### config.mk
export PLATFORM = sky130hd
export DESIGN_NAME = wb_arbiter_flat
export DESIGN_NICKNAME = d
export VERILOG_FILES = /design/src/rtl/wb_arbiter_if.sv /design/src/rtl/wb_arbiter.sv /design/src/flat_wrapper.sv
export SDC_FILE = /design/constraint.sdc
export NUM_CORES = 1
export LEC_CHECK = 0
export CAP_MARGIN = 30
export CORE_ASPECT_RATIO = 0.7
export CORE_MARGIN = 2
export CORE_UTILIZATION = 40
export CTS_CLUSTER_DIAMETER = 100
export CTS_CLUSTER_SIZE = 25
export DETAILED_ROUTE_END_ITERATION = 8
export DONT_BUFFER_PORTS = 1
export PLACE_DENSITY_LB_ADDON = 0.05
export SLEW_MARGIN = 20
export SYNTH_ARGS = -nofsm -noshare
export SYNTH_HDL_FRONTEND = slang
export SYNTH_SLANG_ARGS = --single-unit
### constraint.sdc
create_clock -name clk -period 2.65 [get_ports clk]
set_input_delay 0.53 -clock clk [delete_from_list [all_inputs] [get_ports clk]]
set_output_delay 0.53 -clock clk [all_outputs]
set_load 0.05 [all_outputs]
### src/rtl/wb_arbiter_if.sv
// Bus bundle for wb_arbiter: pipeline writeback, multi-cycle results,
// read-address snooping and the shared register-file write port.
interface wb_arbiter_if #(
    parameter int DEPTH = 4
);
    localparam int CW = $clog2(DEPTH) + 1;

    logic          pipe_wr_en;
    logic [4:0]    pipe_wr_addr;
    logic [31:0]   pipe_wr_data;
    logic          div_valid;
    logic [4:0]    div_addr;
    logic [31:0]   div_data;
    logic          div_ready;
    logic [4:0]    rd_addr1;
    logic [4:0]    rd_addr2;
    logic          pend_hit1;
    logic          pend_hit2;
    logic          rf_wr_en;
    logic [4:0]    rf_wr_addr;
    logic [31:0]   rf_wr_data;
    logic          grant_src;
    logic          stall_req;
    logic [CW-1:0] fifo_count;

    // Arbiter side.
    modport slave (
        input  pipe_wr_en, pipe_wr_addr, pipe_wr_data,
        input  div_valid, div_addr, div_data,
        input  rd_addr1, rd_addr2,
        output div_ready, pend_hit1, pend_hit2,
        output rf_wr_en, rf_wr_addr, rf_wr_data, grant_src,
        output stall_req, fifo_count
    );

    // Pipeline / result-source side.
    modport master (
        output pipe_wr_en, pipe_wr_addr, pipe_wr_data,
        output div_valid, div_addr, div_data,
        output rd_addr1, rd_addr2,
        input  div_ready, pend_hit1, pend_hit2,
        input  rf_wr_en, rf_wr_addr, rf_wr_data, grant_src,
        input  stall_req, fifo_count
    );
endinterface

### src/rtl/wb_arbiter.sv
// Register-file write-port arbiter: pipeline writeback has priority, multi-cycle
// results queue in a small FIFO, get squashed by younger pipeline writes, and
// raise stall_req when starved.

// One FIFO slot: valid/addr/data plus read-address and squash matching.
module wb_arbiter_entry (
    input  logic        clk,
    input  logic        reset,
    input  logic        wr_i,
    input  logic        clr_i,
    input  logic        sq_en_i,
    input  logic [4:0]  sq_addr_i,
    input  logic [4:0]  wr_addr_i,
    input  logic [31:0] wr_data_i,
    input  logic [4:0]  rd_addr1_i,
    input  logic [4:0]  rd_addr2_i,
    output logic        vld_o,
    output logic [4:0]  addr_o,
    output logic [31:0] data_o,
    output logic        hit1_o,
    output logic        hit2_o
);
    logic        vld_q, vld_d;
    logic [4:0]  addr_q, addr_d;
    logic [31:0] data_q, data_d;

    // A write into this slot wins over a same-cycle squash: the new result
    // was produced after the pipeline write it would otherwise match.
    always_comb begin
        vld_d  = vld_q;
        addr_d = addr_q;
        data_d = data_q;
        if (clr_i || (sq_en_i && (addr_q == sq_addr_i))) vld_d = 1'b0;
        if (wr_i) begin
            vld_d  = 1'b1;
            addr_d = wr_addr_i;
            data_d = wr_data_i;
        end
    end

    always_ff @(posedge clk or negedge reset) begin
        if (!reset) begin
            vld_q  <= 1'b0;
            addr_q <= 5'd0;
            data_q <= 32'd0;
        end else begin
            vld_q  <= vld_d;
            addr_q <= addr_d;
            data_q <= data_d;
        end
    end

    assign vld_o  = vld_q;
    assign addr_o = addr_q;
    assign data_o = data_q;
    assign hit1_o = vld_q && (addr_q == rd_addr1_i);
    assign hit2_o = vld_q && (addr_q == rd_addr2_i);
endmodule

module wb_arbiter #(
    parameter int DEPTH        = 4,
    parameter int STARVE_LIMIT = 8
) (
    input  logic        clk,
    input  logic        reset,
    wb_arbiter_if.slave bus
);
    localparam int PW = $clog2(DEPTH);
    localparam int CW = PW + 1;
    localparam int SW = $clog2(STARVE_LIMIT + 1);
    localparam logic [CW-1:0] DEPTH_C = CW'(DEPTH);
    localparam logic [SW-1:0] LIMIT_C = SW'(STARVE_LIMIT);

    logic [PW-1:0] rptr_q, rptr_d, wptr_q, wptr_d;
    logic [CW-1:0] cnt_q, cnt_d;
    logic [SW-1:0] starve_q, starve_d;
    logic          stall_q, stall_d;

    logic [DEPTH-1:0]       ent_vld, ent_hit1, ent_hit2, ent_wr, ent_clr;
    logic [DEPTH-1:0][4:0]  ent_addr;
    logic [DEPTH-1:0][31:0] ent_data;

    logic div_ready, push, pop, pipe_req, nonempty, head_vld, fifo_grant;

    // Reset gating keeps every port quiet while reset is held, even though
    // some of these terms are combinational from the inputs.
    assign div_ready  = reset && (cnt_q < DEPTH_C);
    assign push       = bus.div_valid && div_ready && (bus.div_addr != 5'd0);
    assign pipe_req   = reset && bus.pipe_wr_en && (bus.pipe_wr_addr != 5'd0);
    assign nonempty   = (cnt_q != '0);
    assign head_vld   = nonempty && ent_vld[rptr_q];
    assign fifo_grant = head_vld && !pipe_req;
    // Squashed heads drain unconditionally so they never block live entries.
    assign pop        = nonempty && (fifo_grant || !ent_vld[rptr_q]);

    for (genvar g = 0; g < DEPTH; g++) begin : g_ent
        assign ent_wr[g]  = push && (wptr_q == PW'(g));
        assign ent_clr[g] = pop && (rptr_q == PW'(g));

        wb_arbiter_entry u_ent (
            .clk       (clk),
            .reset     (reset),
            .wr_i      (ent_wr[g]),
            .clr_i     (ent_clr[g]),
            .sq_en_i   (pipe_req),
            .sq_addr_i (bus.pipe_wr_addr),
            .wr_addr_i (bus.div_addr),
            .wr_data_i (bus.div_data),
            .rd_addr1_i(bus.rd_addr1),
            .rd_addr2_i(bus.rd_addr2),
            .vld_o     (ent_vld[g]),
            .addr_o    (ent_addr[g]),
            .data_o    (ent_data[g]),
            .hit1_o    (ent_hit1[g]),
            .hit2_o    (ent_hit2[g])
        );
    end

    always_comb begin
        wptr_d = push ? wptr_q + PW'(1) : wptr_q;
        rptr_d = pop  ? rptr_q + PW'(1) : rptr_q;
        cnt_d  = cnt_q;
        case ({push, pop})
            2'b10:   cnt_d = cnt_q + CW'(1);
            2'b01:   cnt_d = cnt_q - CW'(1);
            default: cnt_d = cnt_q;
        endcase
    end

    // Starvation: only a live head blocked by the pipeline counts.
    always_comb begin
        starve_d = starve_q;
        stall_d  = stall_q;
        if (fifo_grant || !head_vld) begin
            starve_d = '0;
            stall_d  = 1'b0;
        end else begin
            if (starve_q != LIMIT_C) starve_d = starve_q + SW'(1);
            if (starve_d == LIMIT_C) stall_d = 1'b1;
        end
    end

    always_ff @(posedge clk or negedge reset) begin
        if (!reset) begin
            rptr_q   <= '0;
            wptr_q   <= '0;
            cnt_q    <= '0;
            starve_q <= '0;
            stall_q  <= 1'b0;
        end else begin
            rptr_q   <= rptr_d;
            wptr_q   <= wptr_d;
            cnt_q    <= cnt_d;
            starve_q <= starve_d;
            stall_q  <= stall_d;
        end
    end

    always_comb begin
        bus.rf_wr_en   = 1'b0;
        bus.rf_wr_addr = 5'd0;
        bus.rf_wr_data = 32'd0;
        bus.grant_src  = 1'b0;
        if (pipe_req) begin
            bus.rf_wr_en   = 1'b1;
            bus.rf_wr_addr = bus.pipe_wr_addr;
            bus.rf_wr_data = bus.pipe_wr_data;
        end else if (fifo_grant) begin
            bus.rf_wr_en   = 1'b1;
            bus.rf_wr_addr = ent_addr[rptr_q];
            bus.rf_wr_data = ent_data[rptr_q];
            bus.grant_src  = 1'b1;
        end
    end

    assign bus.pend_hit1  = reset && (bus.rd_addr1 != 5'd0) &&
                            ((|ent_hit1) || (push && (bus.div_addr == bus.rd_addr1)));
    assign bus.pend_hit2  = reset && (bus.rd_addr2 != 5'd0) &&
                            ((|ent_hit2) || (push && (bus.div_addr == bus.rd_addr2)));
    assign bus.div_ready  = div_ready;
    assign bus.stall_req  = stall_q;
    assign bus.fifo_count = cnt_q;
endmodule

### src/flat_wrapper.sv
// flat-port wrapper written by rule: the top's interface ports become plain ports
module wb_arbiter_flat 
#(
    parameter int DEPTH        = 4,
    parameter int STARVE_LIMIT = 8
)
  (clk, reset, bus_pipe_wr_en, bus_pipe_wr_addr, bus_pipe_wr_data, bus_div_valid, bus_div_addr, bus_div_data, bus_rd_addr1, bus_rd_addr2, bus_div_ready, bus_pend_hit1, bus_pend_hit2, bus_rf_wr_en, bus_rf_wr_addr, bus_rf_wr_data, bus_grant_src, bus_stall_req, bus_fifo_count);
  wb_arbiter_if #(.DEPTH(DEPTH)) bus_i ();
  input  logic clk;
  input  logic reset;
  input wire logic [$bits(bus_i.pipe_wr_en)-1:0] bus_pipe_wr_en;
  input wire logic [$bits(bus_i.pipe_wr_addr)-1:0] bus_pipe_wr_addr;
  input wire logic [$bits(bus_i.pipe_wr_data)-1:0] bus_pipe_wr_data;
  input wire logic [$bits(bus_i.div_valid)-1:0] bus_div_valid;
  input wire logic [$bits(bus_i.div_addr)-1:0] bus_div_addr;
  input wire logic [$bits(bus_i.div_data)-1:0] bus_div_data;
  input wire logic [$bits(bus_i.rd_addr1)-1:0] bus_rd_addr1;
  input wire logic [$bits(bus_i.rd_addr2)-1:0] bus_rd_addr2;
  output wire logic [$bits(bus_i.div_ready)-1:0] bus_div_ready;
  output wire logic [$bits(bus_i.pend_hit1)-1:0] bus_pend_hit1;
  output wire logic [$bits(bus_i.pend_hit2)-1:0] bus_pend_hit2;
  output wire logic [$bits(bus_i.rf_wr_en)-1:0] bus_rf_wr_en;
  output wire logic [$bits(bus_i.rf_wr_addr)-1:0] bus_rf_wr_addr;
  output wire logic [$bits(bus_i.rf_wr_data)-1:0] bus_rf_wr_data;
  output wire logic [$bits(bus_i.grant_src)-1:0] bus_grant_src;
  output wire logic [$bits(bus_i.stall_req)-1:0] bus_stall_req;
  output wire logic [$bits(bus_i.fifo_count)-1:0] bus_fifo_count;
  assign bus_i.pipe_wr_en = bus_pipe_wr_en;
  assign bus_i.pipe_wr_addr = bus_pipe_wr_addr;
  assign bus_i.pipe_wr_data = bus_pipe_wr_data;
  assign bus_i.div_valid = bus_div_valid;
  assign bus_i.div_addr = bus_div_addr;
  assign bus_i.div_data = bus_div_data;
  assign bus_i.rd_addr1 = bus_rd_addr1;
  assign bus_i.rd_addr2 = bus_rd_addr2;
  assign bus_div_ready = bus_i.div_ready;
  assign bus_pend_hit1 = bus_i.pend_hit1;
  assign bus_pend_hit2 = bus_i.pend_hit2;
  assign bus_rf_wr_en = bus_i.rf_wr_en;
  assign bus_rf_wr_addr = bus_i.rf_wr_addr;
  assign bus_rf_wr_data = bus_i.rf_wr_data;
  assign bus_grant_src = bus_i.grant_src;
  assign bus_stall_req = bus_i.stall_req;
  assign bus_fifo_count = bus_i.fifo_count;
  wb_arbiter #(.DEPTH(DEPTH), .STARVE_LIMIT(STARVE_LIMIT)) u_core (.clk(clk), .reset(reset), .bus(bus_i));
endmodule
==> metrics.md, run 1 <==
| Metric | Value |
|---|---|
| CTS Buf Count | 17 |
| Final WS setup | -0.1222 ns |
| Worst Setup End Kind | primary output |
| Boundary Pins | 134 |
| Endpoints failing setup | 29 |
| H-tree depth | 4 |
| Vias after detailed routing | 5,204 |
| Max Buffers Root-to-Sink | 2 |
| Antenna Nets Post-Route | 0 |
| Synthesized area per cell | 14.54 um^2 |
| Fin crit period | 2.772 ns |
| Die height | 129.9 um |
| Max-cap violation count | 0 |
| Busiest metal layer after global routing | met2 |
| ANT cells | 0 |
| Worst relative slew slack | 0.6554 |
| Initial antenna violation count | 0 |
| WHS | -0.1997 ns |
| Reg power frac | 0.356 |
| Final net count | 734 |
| Layout cells sized above 1 | 0.5062 |
| DRT Pass-1 Iters | 4 |
| Clock skew | 0.009602 ns |
| Outcome | finished with violations |
| Chip Width | 183.9 um |
| First-pass GRT wire length | 33,880 um |
| Vias per inst | 5.572 |
| Clock share of power | 0.193 |
| Tightest Pin Transition | 0.5168 ns |
| Worst Path Required | 2.12 ns |
| Final Hold Vio Count | 164 |
| Met2 Use GR | 0.2930 |
| Critical path class | input port to primary output |
| Reg2reg path depth | 9 |
| Synth Register Bits | 164 |
| Total Routing Usage GR | 0.1908 |
| Worst skew pair latency | 0.43 ns |
| Slew Limit Fails | 0 |
| WP data arrival | 2.24 ns |
| Port-buffer cells | 0 |
| Leak | 4.809 nW |
| Terminus of the critical flop-to-flop path | u_core.bus.fifo_count[2]$_DFFE_PN0P_ |
| Initial Utilization | 0.4036 |
| DRC viols | 0 |
| GR Util met1 | 0.2704 |
| Post-DP HPWL | 14,680 um |
| Worst hold path class | input port to asynchronous set/reset pin |
| Fill cells | 1,955 |
| Met3 Usage GRT | 0.05191 |
| Crit-path max FO | 168 |
| Logic gate share of total power | 0.451 |
| Pwr Density | 1234 nW/um^2 |
| Area occupied by multi-input gates | 4768 um^2 |
| Die Area | 23,890 um^2 |
| WL/cell | 23.51 um |
| CTS tree | done |
| Internal power | 8.428 mW |
| Placement row count | 46 |
| RSZ-0062 raised after global routing | true |
| Switch Pwr | 4.548 mW |
| Worst setup SP type | input port |
| Core area | 22,450 um^2 |
| Reg-to-reg slack, setup | 0.25 ns |
| Failing checks | negative hold slack, negative setup slack |
| Layout Cells excl Fill | 934 |
| Vias in the first global route | 5,738 |
| Clk pin slew, worst setup/hold paths | 0.06 ns |
| Syn nets | 723 |
| Max Fclk | 360.7 MHz |
| Sw Ratio | 0.3505 |
| CTS root buffer | clkbuf_16 |
| Placer Congestion | 0.7840 |
| DRT Wirelength | 21,960 um |
| Register area share after synthesis | 0.4530 |
| Area grow syn2layout | 16.09% |
| Clk sinks | 164 |
| Synthesized instance count | 623 |
| Cell Area, Synth | 9060 um^2 |
| Netlist cell types | 39 |
| FF+latch area | 4120 um^2 |
| Yosys warns | 0 |
| Gr ovfl total | 0 |
| Max VDD drop | 514.1 uV |
| Dpl cells | 896 |
| Worst r2r src | u_core.rptr_q[0]$_DFFE_PN0P_ |
| Crit share post-route | 1.046 |
| Iteration-0 DRC Markers | 203 |
| Pin count of the biggest net entering global routing | 169 |
## per-layer routing
metal / vias to the layer above / routed length (um)
met3: 13 / 1361
met1: 2755 / 10550
met2: 135 / 9864
li1: 2301 / -
met5: - / 0
met4: 0 / 183
## registers in the layout, indices dropped and copies added, names as in the netlist
| register | count |
|---|---|
| u_core.bus.fifo_count | 3 |
| u_core.wptr_q | 2 |
| u_core.starve_q | 4 |
| u_core.g_ent.u_ent.addr_o | 20 |
| u_core.g_ent.u_ent.data_o | 128 |
| u_core.g_ent.u_ent.vld_o | 4 |
| u_core.bus.stall_req | 1 |
| u_core.rptr_q | 2 |
## cells in the mapped netlist (all sizes together)
master	instances	share of area
a21oi	2	0.0023
a22o	37	0.036
a311oi	1	0.00097
a31oi	1	0.00069
and2	5	0.0035
and3	2	0.0014
buf	32	0.040
clkbuf	22	0.0091
dfrtp	164	0.45
fa	1	0.0022
ha	11	0.015
inv	14	0.0058
mux2	148	0.22
mux2i	1	0.0011
mux4	38	0.094
nand2	10	0.0075
nand2b	1	0.00069
nand3	16	0.0088
nand4	2	0.0014
nor2	4	0.0017
nor2b	1	0.00069
nor3	3	0.0017
nor4	10	0.0069
o211a	1	0.0011
o21a	1	0.00083
o21ai	8	0.0044
o221a	2	0.0025
o41ai	4	0.0039
or3	1	0.00069
or4	4	0.0033
xnor2	29	0.028
xor2	47	0.045
## worst max-delay path: stages
cell	delay, ns
and2_1	0.38
o21a_2	0.33
buf_4	0.35
a22o_1	0.24
buf_12	0.14
## per-stage QoR
step / area [um^2] / power (mW) / worst slack, ns / setup TNS (ns) / utilization
after floorplan: 9321 / 8.968 / -0.08184 / -0.1501 / -
after global routing: 10520 / 13.74 / -0.08839 / -1.139 / 0.4686
after detailed placement: 9762 / 10.34 / -0.01096 / -0.01105 / 0.4349
after CTS: 10440 / 13.02 / -0.04178 / -0.2866 / 0.4652
after global placement: 9762 / 10.20 / 0.03998 / 0 / 0.4349
final: 10520 / 12.98 / -0.1222 / -1.477 / 0.4686
## area by class of cell
class,instances,area share
Multi-Input combinational cell,391,0.4534
Sequential cell,164,0.3917
Timing Repair Buffer,46,0.05984
Clock buffer,18,0.04080
Tap cell,288,0.03426
Clock inverter,13,0.01499
Inverter,14,0.004996
## worst max path at each step
stage / startpoint / to / slack (ns) / cells past startpoint
3_3_place_gp: bus_pipe_wr_addr[2] / u_core.bus.fifo_count[2]$_DFFE_PN0P_ / 0.04 / 9
3_5_place_dp: bus_pipe_wr_addr[2] / bus_rf_wr_addr[4] / -0.01 / 6
4_1_cts: u_core.rptr_q[0]$_DFFE_PN0P_ / bus_rf_wr_data[1] / -0.04 / 4
5_1_grt: u_core.rptr_q[0]$_DFFE_PN0P_ / bus_rf_wr_data[31] / -0.09 / 6
2_1_floorplan: bus_pipe_wr_addr[2] / u_core.bus.fifo_count[2]$_DFFE_PN0P_ / -0.08 / 11
6_report: reset / bus_rf_wr_data[0] / -0.12 / 5
## power groups by stage
stage,registers (mW),logic (mW),clock network (mW)
final,4.62,5.85,2.50
after global routing,4.79,6.27,2.68
after global placement,4.59,5.61,0
after CTS,4.61,5.84,2.58
after detailed placement,4.65,5.69,0
after floorplan,4.38,4.59,0
## cell families (layout without fill, tap and decap cells)
group,after synthesis,count (layout),synth area share
multiplexers,187,187,0.3110
flip-flops,164,164,0.4530
XOR/XNOR,76,76,0.07347
buffers and inverters,68,91,0.05455
AND/OR/NAND/NOR,59,59,0.03812
AO/OA/AOI/OAI,57,57,0.05248
adder cells (fa/ha/maj),12,12,0.01740
## cells in the final DEF (no fill, tap or decap), types with 3 or more instances in the layout
cell type and instances:
dfrtp_1 151, mux2_4 76, mux2_2 72, xor2_1 47
mux4_2 38, xnor2_1 29, a22o_4 25, buf_4 23
buf_12 21, clkbuf_16 18, nand3_1 16, dfrtp_2 13
inv_1 12, ha_1 10, o21ai_0 8, a22o_2 7
nand2_1 6, and2_1 5, a22o_1 5, nor4_1 5
clkinv_2 5, or4_1 4, nor4_2 4, nand2_4 4
o41ai_1 4, nor3_1 3, nor2_1 3, bufinv_16 3
## repair_timing
item,4_1_cts,5_1_grt
resized for setup,15,10
endpoints found under the hold margin,164,164
cloned,0,1
endpoints found under the setup margin,40,21
buffers inserted,5,1
pin swaps,4,4
(Power assumes the default switching activity.)
==> inputs of run 2 (changes only) <==
--- a/config.mk
+++ b/config.mk
@@ -13,8 +13,8 @@
 export CTS_CLUSTER_SIZE = 25
 export DETAILED_ROUTE_END_ITERATION = 8
 export DONT_BUFFER_PORTS = 1
+export MAX_ROUTING_LAYER = met4
 export PLACE_DENSITY_LB_ADDON = 0.05
-export SLEW_MARGIN = 20
 export SYNTH_ARGS = -nofsm -noshare
 export SYNTH_HDL_FRONTEND = slang
 export SYNTH_SLANG_ARGS = --single-unit
==> run 2 against run 1 <==
  * The run still ends with negative hold slack, negative setup slack left
  * Combinational power increased by 4.4%
  * Clock-buffer cell count up 2
  * Maximum frequency grew 3.6%
  * Worst setup slack better by 0.096 ns
  * Global-route usage grew 0.69 points
  * Largest power group unchanged
  * Final area rose by 1.1%
  * Final cell count up 1.4%
  * Highest routed layer unchanged
==> metrics.md, run 2 (synthesis results as in run 1) <==
| Metric | Value |
|---|---|
| Outcome | finished with violations |
| Failing checks | negative hold slack, negative setup slack |
| Total Routing Usage GR | 0.1976 |
| Vias per inst | 5.536 |
| WL/cell | 23.41 um |
| FF+latch area | 4125 um^2 |
| Chip Width | 183.9 um |
| DRT Pass-1 Iters | 4 |
| Crit-path max FO | 22 |
| Commonest non-fill, non-tap cell in the layout | dfrtp_1 |
| Post-DP HPWL | 14,590 um |
| Max reg flops | 128 |
| DRT Wirelength | 22,170 um |
| Initial antenna violation count | 0 |
| Initial Utilization | 0.4036 |
| Core area | 22,450 um^2 |
| Layout cells sized above 1 | 0.5190 |
| Endpoints failing setup | 9 |
| Pin count of the biggest net entering global routing | 169 |
| Max Buffers Root-to-Sink | 2 |
| WP data arrival | 2.15 ns |
| Area grow syn2layout | 17.36% |
| Leak | 4.862 nW |
| Antenna Nets Post-Route | 0 |
| Area occupied by multi-input gates | 4745 um^2 |
| Final net count | 746 |
| Tightest Pin Transition | 0.5443 ns |
| Die Area | 23,890 um^2 |
| Final Hold Vio Count | 164 |
| Worst setup SP type | flop |
| Vias after detailed routing | 5,243 |
| Worst Path Required | 2.12 ns |
| Worst Setup End Kind | primary output |
| Die height | 129.9 um |
| Worst hold path class | input port to asynchronous set/reset pin |
| CTS tree | done |
| Iteration-0 DRC Markers | 291 |
| Vias in the first global route | 5,618 |
| Placer Congestion | 0.8664 |
| Max Fclk | 373.7 MHz |
| Critical path class | flop to primary output |
| Worst relative slew slack | 0.6371 |
| ANT cells | 0 |
| RSZ-0062 raised after global routing | true |
| Max-cap violation count | 0 |
| Reg-to-reg slack, setup | 0.24 ns |
| Slew Limit Fails | 0 |
| Reg2reg path depth | 9 |
| Max VDD drop | 495.5 uV |
| Final WS setup | -0.02619 ns |
| Placement row count | 46 |
| DRC viols | 0 |
| Fill cells | 1,935 |
| DP Area | 9782 um^2 |
| Gr ovfl total | 0 |
| Crit share post-route | 1.010 |
| Final non-filler cell area | 10,630 um^2 |
| Boundary Pins | 134 |
| Pwr Density | 1234 nW/um^2 |
| Clock skew | 0.009046 ns |
| Clk pin slew, worst setup/hold paths | 0.07 ns |
| Most frequent cells in the layout | dfrtp_1 (147), mux2_4 (76), mux2_2 (72) |
| Terminus of the critical flop-to-flop path | u_core.bus.fifo_count[2]$_DFFE_PN0P_ |
| Total Power | 13.12 mW |
| First-pass GRT wire length | 33,840 um |
| Fin crit period | 2.676 ns |
| CTS root buffer | clkbuf_16 |
| H-tree depth | 4 |
| Worst skew pair latency | 0.43 ns |
| CTS Buf Count | 17 |
| Clk sinks | 164 |
| Worst r2r src | u_core.rptr_q[0]$_DFFE_PN0P_ |
| Port-buffer cells | 0 |
| WHS | -0.2114 ns |
[run 2: cell types whose count changed in the layout (fill, tap and decap cells not counted), sizes merged]
cell      change
clkbuf        +2
bufinv        -2
buf          +12
clkinvlp      +2
clkinv        -3
inv           +2
[run 2: cell type report]
cell class / instances / area share
clock inverters: 12 / 0.01141
clock buffers: 20 / 0.04295
multi-input cells: 391 / 0.4462
flip-flops and latches: 164 / 0.3880
well taps: 288 / 0.03389
repair buffers: 58 / 0.07261
inverters: 14 / 0.004942
[run 2: worst max-delay path, stage by stage (launching register included)]
cell      delay [ns]
dfrtp_2         0.41
mux4_2          0.58
nand2b_4        0.12
nor2_4          0.05
buf_12          0.16
a22o_1          0.22
buf_12          0.15
[run 2: per-stage QoR]
stage,worst slack [ns],std cells,utilization,hold slack [ns],TNS (ns)
after floorplan,-0.08184,623,-,0.2344,-0.1501
after global placement,0.04377,897,0.4358,0.2380,0
after detailed placement,-0.006090,897,0.4358,0.2379,-0.006090
after CTS,-0.07248,934,0.4664,-0.2295,-0.7760
after global routing,-0.09203,947,0.4737,-0.2327,-1.180
final,-0.02619,947,0.4737,-0.2114,-0.1278
[run 2: worst max path at each step]
| stage | endpoint | from | depth (start not counted) | slack (ns) |
|---|---|---|---|---|
| floorplan | u_core.bus.fifo_count[2]$_DFFE_PN0P_ | bus_pipe_wr_addr[2] | 11 | -0.08 |
| global placement | bus_rf_wr_addr[4] | bus_pipe_wr_addr[2] | 6 | 0.04 |
| detailed placement | u_core.bus.fifo_count[2]$_DFFE_PN0P_ | bus_pipe_wr_addr[2] | 9 | -0.006 |
| CTS | bus_rf_wr_addr[3] | u_core.g_ent[3].u_ent.vld_o$_DFFE_PN0P_ | 6 | -0.07 |
| global route | bus_rf_wr_data[1] | u_core.rptr_q[0]$_DFFE_PN0P_ | 6 | -0.09 |
| finish | bus_rf_wr_data[31] | u_core.rptr_q[0]$_DFFE_PN0P_ | 6 | -0.03 |
[run 2: timing repair]
action / CTS / global route
endpoints found under the hold margin: 164 / 164
pin swaps: 4 / 6
endpoints found under the setup margin: 40 / 39
buffers inserted: 4 / 12
gates cloned: 1 / 1
gates resized for setup: 10 / 18
[run 2: per-layer routing]
layer	GRT usage	wire length [um]	up-vias
met5	-	0	-
met4	0.04376	170	0
met3	0.05219	1280	15
met2	0.2835	9675	138
met1	0.2812	11040	2763
li1	-	-	2327
[run 2: where the power goes]
group,leakage [nW],switching [mW],internal (mW)
Clock,0.276,1.08,1.36
Sequential,2.00,0.866,3.71
Combinational,2.58,2.70,3.41
==> inputs of run 3 (changes only) <==
--- a/config.mk
+++ b/config.mk
@@ -13,6 +13,7 @@
 export CTS_CLUSTER_SIZE = 25
 export DETAILED_ROUTE_END_ITERATION = 8
 export DONT_BUFFER_PORTS = 1
+export GPL_TIMING_DRIVEN = 0
 export MAX_ROUTING_LAYER = met4
 export PLACE_DENSITY_LB_ADDON = 0.05
 export SYNTH_ARGS = -nofsm -noshare
==> constraint.sdc (replaced) <==
create_clock -name clk -period 2.8 [get_ports clk]
set_input_delay 0.56 -clock clk [delete_from_list [all_inputs] [get_ports clk]]
set_output_delay 0.56 -clock clk [all_outputs]
set_load 0.05 [all_outputs]
==> run 3 against run 2 <==
  * The run still ends with negative hold slack, negative setup slack left
  * Wire length is 3.5% higher
  * Sequential cell count did not move
  * Register-to-register slack worse by 0.04 ns
  * Critical path type unchanged
==> metrics.md, run 3 (synthesis results as in run 1) <==
| Metric | Value |
|---|---|
| Outcome | finished with violations |
| Failing checks | negative hold slack, negative setup slack |
| Clock skew | 0.007774 ns |
| Pwr Density | 1154 nW/um^2 |
| Pin count of the biggest net entering global routing | 169 |
| Vias after detailed routing | 5,258 |
| Final WS setup | -0.003599 ns |
| Initial antenna violation count | 0 |
| Max VDD drop | 563.5 uV |
| Fin crit period | 2.804 ns |
| Layout cells sized above 1 | 0.4795 |
| H-tree depth | 4 |
| Vias per inst | 5.552 |
| Die Area | 23,890 um^2 |
| Chip Width | 183.9 um |
| ANT cells | 0 |
| Most frequent cells in the layout | dfrtp_1 (159), mux2_4 (76), mux2_2 (72) |
| Layout Cells excl Fill | 947 |
| Largest stage delay, worst path | 0.59 ns |
| CP max stage cell | dfrtp_4 |
| Port-buffer cells | 0 |
| CTS tree | done |
| Critical path class | flop to primary output |
| Max Buffers Root-to-Sink | 2 |
| Worst r2r src | u_core.rptr_q[0]$_DFFE_PN0P_ |
| Fill cells | 1,966 |
| Buf/Inv on CP | 2 |
| WHS | -0.1747 ns |
| Worst Setup End Kind | primary output |
| Gr ovfl total | 0 |
| Worst skew pair latency | 0.43 ns |
| DRC viols | 0 |
| Finished Core Util | 0.4714 |
| Max Fclk | 356.7 MHz |
| Antenna Nets Post-Route | 0 |
| Slew Limit Fails | 0 |
| Worst hold path class | input port to asynchronous set/reset pin |
| Area grow syn2layout | 16.79% |
| DRT Wirelength | 22,950 um |
| Initial Utilization | 0.4036 |
| Crit-path max FO | 4 |
| Clk pin slew, worst setup/hold paths | 0.07 ns |
| DRT Pass-1 Iters | 4 |
| Worst Path Required | 2.24 ns |
| Clk sinks | 164 |
| WP data arrival | 2.24 ns |
| CTS Buf Count | 17 |
| Vias in the first global route | 5,807 |
| Cells along the critical path | nor2b_4, o211a_1, buf_8, inv_6, nor4_4, o221a_4 |
| Iteration-0 DRC Markers | 201 |
| Die height | 129.9 um |
| WL/cell | 24.23 um |
| Commonest non-fill, non-tap cell in the layout | dfrtp_1 |
| Worst relative slew slack | 0.6766 |
| Tightest Pin Transition | 0.4839 ns |
| Final Hold Vio Count | 164 |
| Leak | 4.849 nW |
| CTS root buffer | clkbuf_16 |
| Crit path from | u_core.bus.fifo_count[2]$_DFFE_PN0P_ |
| Placement row count | 46 |
| Final net count | 749 |
| Crit share post-route | 1.001 |
| Total Routing Usage GR | 0.2069 |
| Max-cap violation count | 0 |
| Boundary Pins | 134 |
| Core area | 22,450 um^2 |
| Placer Congestion | 0.8276 |
| Endpoints failing setup | 1 |
| Dpl cells | 912 |
| Max reg flops | 128 |
| First-pass GRT wire length | 35,330 um |
| Worst setup SP type | flop |
| Post-DP HPWL | 15,400 um |
| Worst path top cell family by delay | flip-flops |
| RSZ-0062 raised after global routing | true |
run 3: cell count changes in the layout (fill, tap and decap cells not counted), sizes merged:
cell      change
clkinv        -1
clkinvlp      +1
bufinv        +1
buf          -20
inv           -4
clkbuf       +23
run 3: per-stage QoR:
| stage | area (um^2) | worst slack [ns] | hold WS [ns] | TNS [ns] | total power, mW |
|---|---|---|---|---|---|
| after global routing | 10580 | -0.08417 | -0.2001 | -0.9325 | 12.87 |
| after global placement | 9490 | -0.3691 | 0.2689 | -11.23 | 9.223 |
| after floorplan | 9130 | -0.01162 | 0.2644 | -0.02062 | 8.297 |
| final | 10580 | -0.003599 | -0.1747 | -0.003599 | 12.21 |
| after CTS | 10500 | -0.1305 | -0.1986 | -0.2296 | 12.22 |
| after detailed placement | 9505 | -0.3700 | 0.2698 | -11.18 | 9.386 |
run 3: power by group:
part           leakage [nW]  total (mW)  switching (mW)  internal (mW)
clock network         0.260        2.30           0.977           1.32
logic                  2.57        5.39            2.38           3.01
registers              2.02        4.52            1.03           3.49
run 3: repair_timing:
item | CTS | global route
pin swaps | 17 | 10
setup endpoints to repair | 41 | 31
gates resized for setup | 90 | 9
gates cloned | 1 | 2
endpoints found under the hold margin | 164 | 164
setup buffers | 3 | 0
run 3: final timing paths:
path,endpoint,slack (ns),depth (start not counted)
worst max-delay path,bus_pend_hit2,-0.004,6
worst min-delay path,u_core.g_ent[3].u_ent.addr_o[2]$_DFFE_PN0P_,-0.17,0
worst max register to register,u_core.bus.fifo_count[2]$_DFFE_PN0P_,0.20,9
worst min register to register,u_core.g_ent[2].u_ent.data_o[12]$_DFFE_PN0P_,0.50,1
max in group asynchronous,u_core.bus.fifo_count[2]$_DFFE_PN0P_,2.53,0
min in group clk,u_core.g_ent[2].u_ent.data_o[28]$_DFFE_PN0P_,0.27,1
run 3: layout make-up:
type	count	area, um^2	area share
tap	288	360.3	0.03405
buffer	54	566.8	0.05357
multi-input combinational	391	4821	0.4556
clock buffer	20	446.7	0.04221
timing repair buffer	7	107.6	0.01017
inverter	14	57.56	0.005439
sequential	164	4113	0.3887
clock inverter	9	108.9	0.01029
run 3: routing by layer:
| layer | vias to the layer above | GRT usage | routed length, um |
|---|---|---|---|
| li1 | 2326 | - | - |
| met1 | 2806 | 0.2867 | 11200 |
| met2 | 113 | 0.3092 | 10410 |
| met3 | 13 | 0.05107 | 1119 |
| met4 | 0 | 0.04518 | 212 |
| met5 | - | - | 0 |
